[src/rtl/alu8_sched_pkg.sv]
// Shared types for the alu8 scheduler: FSM states and ALU opcode groups.
// Opcode bits [3:1] select the group; bit [0] is the per-group modifier.
package alu8_sched_pkg;

  typedef enum logic [1:0] {
    IDLE = 2'd0,
    EXEC = 2'd1,
    RESP = 2'd2
  } state_t;

  localparam logic [2:0] ADD   = 3'b000;
  localparam logic [2:0] SUB   = 3'b001;
  localparam logic [2:0] LOGIC = 3'b010;
  localparam logic [2:0] SHIFT = 3'b011;

endpackage

[src/rtl/alu8.sv]
// 8-bit combinational ALU; zero latency, no handshake.
// Groups above SHIFT return zero by design rather than flagging an error.
module alu8
  import alu8_sched_pkg::*;
(
  input  logic [3:0] op,
  input  logic [7:0] a,
  input  logic [7:0] b,
  output logic [7:0] y
);

  always_comb begin
    y = 8'h00;
    case (op[3:1])
      ADD:     y = a + b + {7'b0, op[0]};
      SUB:     y = a - b - {7'b0, op[0]};
      LOGIC:   y = op[0] ? (a | b) : (a & b);
      SHIFT:   y = op[0] ? (a >> 1) : (a << 1);
      default: y = 8'h00;
    endcase
  end

endmodule

[src/rtl/alu8_sched.sv]
// Round-robin share of one alu8 among NREQ requesters; accept at T gives rsp_valid at T+2.
// A stalled rsp_ready holds RESP with stable outputs and no accepts; a new grant may ride the handshake cycle.
module alu8_sched
  import alu8_sched_pkg::*;
#(
  parameter int NREQ = 4,
  parameter int IDW  = $clog2(NREQ)
) (
  input  logic                clk,
  input  logic                rst,
  input  logic [NREQ-1:0]     req_valid,
  output logic [NREQ-1:0]     req_ready,
  input  logic [4*NREQ-1:0]   req_opcode,
  input  logic [8*NREQ-1:0]   req_a,
  input  logic [8*NREQ-1:0]   req_b,
  output logic                rsp_valid,
  input  logic                rsp_ready,
  output logic [IDW-1:0]      rsp_id,
  output logic [7:0]          rsp_data,
  output logic                busy
);

  state_t         state, state_nxt;
  logic [IDW-1:0] last_grant, pick, id_q, rsp_id_q;
  logic [3:0]     op_q;
  logic [7:0]     a_q, b_q, alu_y, rsp_data_q;
  logic           any_valid, accept_en, accept;

  // First valid requester after last_grant, wrapping modulo NREQ.
  function automatic logic [IDW-1:0] rr_pick(input logic [NREQ-1:0] v,
                                             input logic [IDW-1:0]  last);
    logic [IDW-1:0] sel;
    logic           found;
    int             idx;
    sel   = last;
    found = 1'b0;
    for (int k = 1; k <= NREQ; k++) begin
      idx = (int'(last) + k) % NREQ;
      if (!found && v[idx]) begin
        sel   = IDW'(idx);
        found = 1'b1;
      end
    end
    return sel;
  endfunction

  assign any_valid = |req_valid;
  assign pick      = rr_pick(req_valid, last_grant);
  assign accept_en = (state == IDLE) || ((state == RESP) && rsp_ready);
  assign accept    = accept_en && any_valid && !rst;

  always_comb begin
    req_ready = '0;
    if (accept) req_ready[pick] = 1'b1;
  end

  always_ff @(posedge clk or posedge rst) begin
    if (rst) state <= IDLE;
    else     state <= state_nxt;
  end

  always_comb begin
    state_nxt = state;
    case (state)
      IDLE:    if (accept) state_nxt = EXEC;
      EXEC:    state_nxt = RESP;
      RESP:    if (rsp_ready) state_nxt = accept ? EXEC : IDLE;
      default: state_nxt = IDLE;
    endcase
  end

  // rsp_id has its own register so it stays stable while id_q takes the next grant.
  always_ff @(posedge clk or posedge rst) begin
    if (rst) begin
      last_grant <= IDW'(NREQ - 1);
      id_q       <= '0;
      op_q       <= '0;
      a_q        <= '0;
      b_q        <= '0;
      rsp_data_q <= '0;
      rsp_id_q   <= '0;
    end else begin
      if (accept) begin
        last_grant <= pick;
        id_q       <= pick;
        op_q       <= req_opcode[4*pick +: 4];
        a_q        <= req_a[8*pick +: 8];
        b_q        <= req_b[8*pick +: 8];
      end
      if (state == EXEC) begin
        rsp_data_q <= alu_y;
        rsp_id_q   <= id_q;
      end
    end
  end

  alu8 u_alu8 (
    .op (op_q),
    .a  (a_q),
    .b  (b_q),
    .y  (alu_y)
  );

  assign rsp_valid = (state == RESP);
  assign busy      = (state != IDLE);
  assign rsp_data  = rsp_data_q;
  assign rsp_id    = rsp_id_q;

endmodule

[config.mk]
export PLATFORM = sky130hd
export DESIGN_NAME = alu8_sched
export DESIGN_NICKNAME = d
export VERILOG_FILES = /design/src/rtl/alu8_sched_pkg.sv /design/src/rtl/alu8.sv /design/src/rtl/alu8_sched.sv
export SDC_FILE = /design/constraint.sdc
export NUM_CORES = 1
export LEC_CHECK = 0
export CORE_MARGIN = 2
export CORE_UTILIZATION = 40
export DETAILED_ROUTE_END_ITERATION = 8
export PLACE_DENSITY = 0.73
export SYNTH_ARGS = -nofsm -noshare
export SYNTH_HDL_FRONTEND = slang
export SYNTH_HIERARCHICAL = 1
export SYNTH_SLANG_ARGS = --single-unit
[constraint.sdc]
create_clock -name clk -period 3.1 [get_ports clk]
set_input_delay 0.465 -clock clk [delete_from_list [all_inputs] [get_ports clk]]
set_output_delay 0.465 -clock clk [all_outputs]
set_load 0.02 [all_outputs]
== Word level (Yosys, flattened, before mapping) ==
Cells that the tools add are included.

* Latch bits: 0
* Output and inout port bits: 16
* Input port bits: 87
* ROM bits: 0
* Bits in writable memories: 0
* Register bits: 36
* Logic and storage cells: 88
* Memories kept: 0

* Equality and inequality tests: 7
* Multiply operators: 0
* Reduce and logical (&&, ||, !) cells: 21
* $add $sub $neg: 8
* Muxes and demuxes: 29
* Bitwise logic cells: 6
* Shifts and indexed selects: 3
* Div/mod/pow operators: 0
* Magnitude comparators: 6

{| class="wikitable"
|+ Operators with widths
! operator !! number
|-
| $shiftx 32x6->8 || 2
|-
| $pmux 8 s4 || 1
|-
| $lt 3x4->1 const B || 4
|-
| $mux 8 || 2
|-
| $shiftx 16x5->4 || 1
|-
| $mux 1 || 13
|-
| $mux 2 || 6
|-
| $add 8x1->8 || 1
|-
| $add 8x8->8 || 1
|-
| $and 8x8->8 || 1
|-
| $bmux 1 s2 || 4
|-
| $or 8x8->8 || 1
|-
| $reduce_or 2->1 || 4
|-
| $sub 8x1->8 || 1
|-
| $sub 8x8->8 || 1
|-
| $logic_and 1x1->1 || 7
|-
| $eq 3x2->1 const B || 2
|-
| $pmux 2 s3 || 1
|-
| $add 2x1->2 const B || 2
|-
| $add 2x2->2 const B || 2
|-
| $and 1x1->1 const A || 4
|-
| $logic_not 1->1 || 4
|-
| $mux 4 || 1
|-
| $reduce_or 4->1 || 1
|-
| other kinds (13) || 13
|}

== Logic depth before layout (Yosys ltp) ==
Gate-level depths: netlist of the first run.

* Depth in word-level cells: 21
* Gate-level depth with buffers: 10
* Gate-level depth less buffers: 10

== Modules after synthesis ==
Netlist of the first run, hierarchy kept.

{| class="wikitable"
|+ By module, submodules not included
! module !! cells an instance !! sequential area each (µm²) !! area an instance (µm²) !! instances
|-
| alu8_sched || 225 || 903.4 || 2215.9 || 1
|-
| alu8 || 168 || 0.0 || 1316.3 || 1
|}

== Least setup slack after synthesis of the first run ==
OpenSTA, ideal clock, no wires.

* Path type: register -> register
* From: register op_q[0]
* To: register rsp_data_q[4] (netlist: rsp_data[4])
* Path buffers: 1
* Setup time: 0.125 ns
* Cell stages (with the launch flop): 11
* Period minus slack after synthesis: 2.534 ns
* Data arrival time: 2.409 ns
* Required time: 2.975 ns
* Slack: 0.566 ns
* Cells stage by stage: dfrtp_1 -> buf_6 -> inv_1 -> fa_1 -> fa_1 -> o21a_1 -> or3_1 -> nand3_1 -> o31ai_1 -> o21a_1 -> mux2_2

* Longest elaborated chain between the ends: 2
* Elaborated cells between the ends (all ways): 5
* Those cells by class: add/sub (2); mux (3)

{| class="wikitable"
|+ Ends and longest elaborated chain
! what !! RTL line !! source
|-
| start: declaration || alu8_sched.sv:25 || <nowiki>logic [3:0] op_q;</nowiki>
|-
| start signal: assignment || alu8_sched.sv:86 || <nowiki>op_q <= req_opcode[4*pick +: 4];</nowiki>
|-
| $sub 8x1->8, or another cell as far along || alu8.sv:16 || <nowiki>SUB: y = a - b - {7'b0, op[0]};</nowiki>
|-
| $pmux 8 s4 * || alu8.sv:14 || <nowiki>case (op[3:1])</nowiki>
|-
| via alu_y[4] || alu8_sched.sv:26 || <nowiki>logic [7:0] a_q, b_q, alu_y, rsp_data_q;</nowiki>
|-
| end signal: assignment || alu8_sched.sv:91 || <nowiki>rsp_data_q <= alu_y;</nowiki>
|-
| end: declaration || alu8_sched.sv:26 ||
|}

The timed path passes the listed nets; every way through them passes the cells marked *.
A chain may end at the register's enable or synchronous reset.

== Worst setup path in the final report of the first run ==
* From: input req_valid[3]
* To: output req_ready[2]

* Longest elaborated chain between the ends: 18
* Elaborated cells between the ends (all ways): 34
* Those cells by class: order compare (2); mux (22); reduce/logical (10)

{| class="wikitable"
|+ Ends and longest elaborated chain
! what !! RTL line !! source
|-
| start: declaration || alu8_sched.sv:11 || <nowiki>input logic [NREQ-1:0] req_valid,</nowiki>
|-
| $bmux 1 s2 || alu8_sched.sv:39 || <nowiki>if (!found && v[idx]) begin</nowiki>
|-
| $mux 1 (implied by the code) (2 in series) || alu8_sched.sv:39 ||
|-
| $mux 1 || alu8_sched.sv:39 ||
|-
| $logic_not 1->1 || alu8_sched.sv:39 ||
|-
| $logic_and 1x1->1 || alu8_sched.sv:39 ||
|-
| $mux 1 || alu8_sched.sv:39 ||
|-
| $logic_not 1->1 || alu8_sched.sv:39 ||
|-
| $logic_and 1x1->1 || alu8_sched.sv:39 ||
|-
| $mux 1 || alu8_sched.sv:39 ||
|-
| $logic_not 1->1 || alu8_sched.sv:39 ||
|-
| $logic_and 1x1->1 || alu8_sched.sv:39 ||
|-
| $mux 2 || alu8_sched.sv:39 ||
|-
| $lt 2x3->1 (implied by the code) / $ge 2x1->1 (equally long branches) || alu8_sched.sv:54 || <nowiki>if (accept) req_ready[pick] = 1'b1;</nowiki>
|-
| $logic_and 1x1->1 (implied by the code) || alu8_sched.sv:54 ||
|-
| $mux 1 (implied by the code) || alu8_sched.sv:54 ||
|-
| $demux 1 s2 || alu8_sched.sv:54 ||
|-
| $mux 4 * || alu8_sched.sv:54 ||
|-
| end: declaration || alu8_sched.sv:12 || <nowiki>output logic [NREQ-1:0] req_ready,</nowiki>
|}

Mark *: on every way between the ends. The rest lies on a longest branch, timed or not. The select of a mux whose other input is x is not followed.

==> metrics, run 1 <==
status complete, no violations; fin cells 601; RD Place Congestion 0.938; Layout area overhead 34.8%; Finished Core Util 0.551; fraction of layout cells with a size suffix above 1 0.103; DR vias 3355; TritonCTS Buffers 5; reg2reg setup slack 0.33 ns; antenna violations before repair 0; GR Overflow Total 0; Initial Util 0.409; CP arrival 2.47 ns; Avg Inst Size Synth 8.99 sq um; Comb pwr share 0.712; synthesized instance count 393; Highest Clock Rate 0.341 GHz; relative slew slack 0.391; drt wl/cell 16.0 um; first-pass GRT wire length 16100 um; number of synthesized flops with an enable pin 0; Worst setup SP type input pin; antenna cells 0; clock sink count 36; r2r worst-path depth 9; Final Cycle Share 0.946; dpl cell area 0.00468 sq mm; Antenna Nets Post-Route 0; clock share of power 0.070; Switching Share 0.471; die width 98.0 um; CTS H-tree depth 2; drt pass-1 iters 4; pwr dens 961 mW/mm^2; die area 0.00960 sq mm; CP Class input pin to primary output; worst vdd ir 0.000407 V; RSZ-0062 raised after global routing no; worst hold path type input pin to asynchronous set/reset pin; final hold slack 0.500 ns; Synthesized Nets 512; via/cell ratio 5.58; Finished Cell Area 0.00476 sq mm; ranking of synthesized cells by area dfrtp_1, ha_1, mux2i_1; Clock Pin Slew Worst Setup and Hold Paths 0.08 ns; Internal Power 2.42 mW; register bit total from synthesis 36; vias in the first global route 3486; asr flop ratio synth 1.00; Switch Pwr 2.15 mW; later-pin clock latency in the skew report 0.29 ns; highest-count cells in the layout ignoring fill and taps clkdlybuf4s50_1, dfrtp_1, inv_1; dpl ws 0.0956 ns; Synth cell types 55; Total GRT Usage 0.202; post-synth top area cell dfrtp_1; Core Region 0.00864 sq mm; Final nets 611; share of power burned in registers 0.217; TritonCTS clock tree done; Root Driver clkbuf_8; maximum root-to-sink buffer count 2; Worst setup EP type primary output; Power Total 4.57 mW; fin. max-slew vios 0; Final Hold Vio Count 0; crit-path max FO 3; cell total after placement 593; PortBufs 102; endpoints failing setup 0; Yosys top cell area share 0.241; Die Y 98.0 um; I/O pins 103; detailed placement HPWL 7770 um; # DRC 0; reg2reg start a_q[0]; Worst R2R End rsp_data[6]; Rows 34; commonest non-fill, non-tap cell in the layout clkdlybuf4s50_1; Worst Tran Pin Value 0.913 ns; TNS Setup 0 ns; Initial DRC Count 112; sequential area share after synthesis 0.256; largest net degree at the start of global routing 29; min Tclk post-route 2.93 ns; final worst slack 0.166 ns; Critical Path RT 2.63 ns; Max Cap Viol 0; Leak 2.08 nW; Yosys warning total 6; synthesized area 0.00353 sq mm; WL final 9610 um; Top FF cell, synth dfrtp_1; Max Clock Skew 0.0110 ns
worst max-delay path by stage:
stage,endpoint,cells past startpoint,from
finish,req_ready[2],7,req_valid[3]
detailed placement,req_ready[3],7,req_valid[3]
global route,req_ready[2],8,req_valid[3]
global placement,req_ready[3],7,req_valid[1]
CTS,req_ready[3],7,req_valid[3]
floorplan,rsp_data[4],10,op_q[0]
registers in the layout (all words and copies together) (netlist names):
register	cells
a_q	8
b_q	8
id_q	2
last_grant	2
op_q	4
rsp_data	8
rsp_id	2
state	2
synth_stat cells (5+ instances only):
library cell / number
nand2b_1: 9
a21o_1: 23
nand2_1: 28
nand4_1: 20
buf_2: 7
o21a_1: 5
o31ai_1: 21
inv_1: 31
nor2_1: 19
a21oi_1: 13
dfrtp_1: 34
mux2_2: 10
o211ai_1: 24
o21ai_0: 13
clkbuf_1: 14
mux2i_1: 25
ha_1: 28
logic make-up after synthesis:
| group | Yosys count | synth area share |
|---|---|---|
| AOI/OAI and AO/OA | 120 | 0.246 |
| buffers and inverters | 61 | 0.0797 |
| muxes | 40 | 0.137 |
| xor gates and xnor gates | 7 | 0.0174 |
| adders and majority gates | 32 | 0.122 |
| DFF | 36 | 0.256 |
| and+or+nand+nor | 97 | 0.142 |
what timing repair did:
action,CTS,global route
setup buffers,0,0
hold buffers,0,0
setup endpoints to repair,0,1
gates resized for setup,0,1
area by class of cell:
cell class,count,area [sq um]
clock buffer,7,76.3
fill,758,3870
sequential,36,903
inverter,33,126
clock inverter,1,5.00
multi-input combinational,296,2360
timing repair buffer,120,1160
tap,108,135
worst max-delay path: stages:
cell,delay [ns]
clkdlybuf4s50_1,0.49
nor4_1,0.07
or4_4,0.51
inv_4,0.09
nand2_1,0.10
nor2_1,0.12
clkdlybuf4s50_1,0.62
layer usage:
metal	wire length (um)	track usage
met1	4160	0.259
met2	4820	0.359
met3	533	0.0358
met4	93	0.0417
met5	0	0
power by group through the flow:
| stage | clock network (mW) | registers, mW | logic, mW |
|---|---|---|---|
| 2_1_floorplan | 0 | 0.929 | 2.50 |
| 3_3_place_gp | 0 | 0.990 | 3.13 |
| 3_5_place_dp | 0 | 1.01 | 3.23 |
| 4_1_cts | 0.329 | 0.997 | 3.25 |
| 5_1_grt | 0.351 | 1.04 | 3.63 |
| 6_report | 0.321 | 0.994 | 3.26 |
Note: power is estimated with default switching activity, not from simulation.
==> run 2: changes to the inputs <==
Settings changed: CTS_CLUSTER_SIZE from default to 28, SKIP_CTS_REPAIR_TIMING from default to 1.
==> results of run 2 <==
Same layout as run 1: the final DEF is identical, and so are final timing and power.
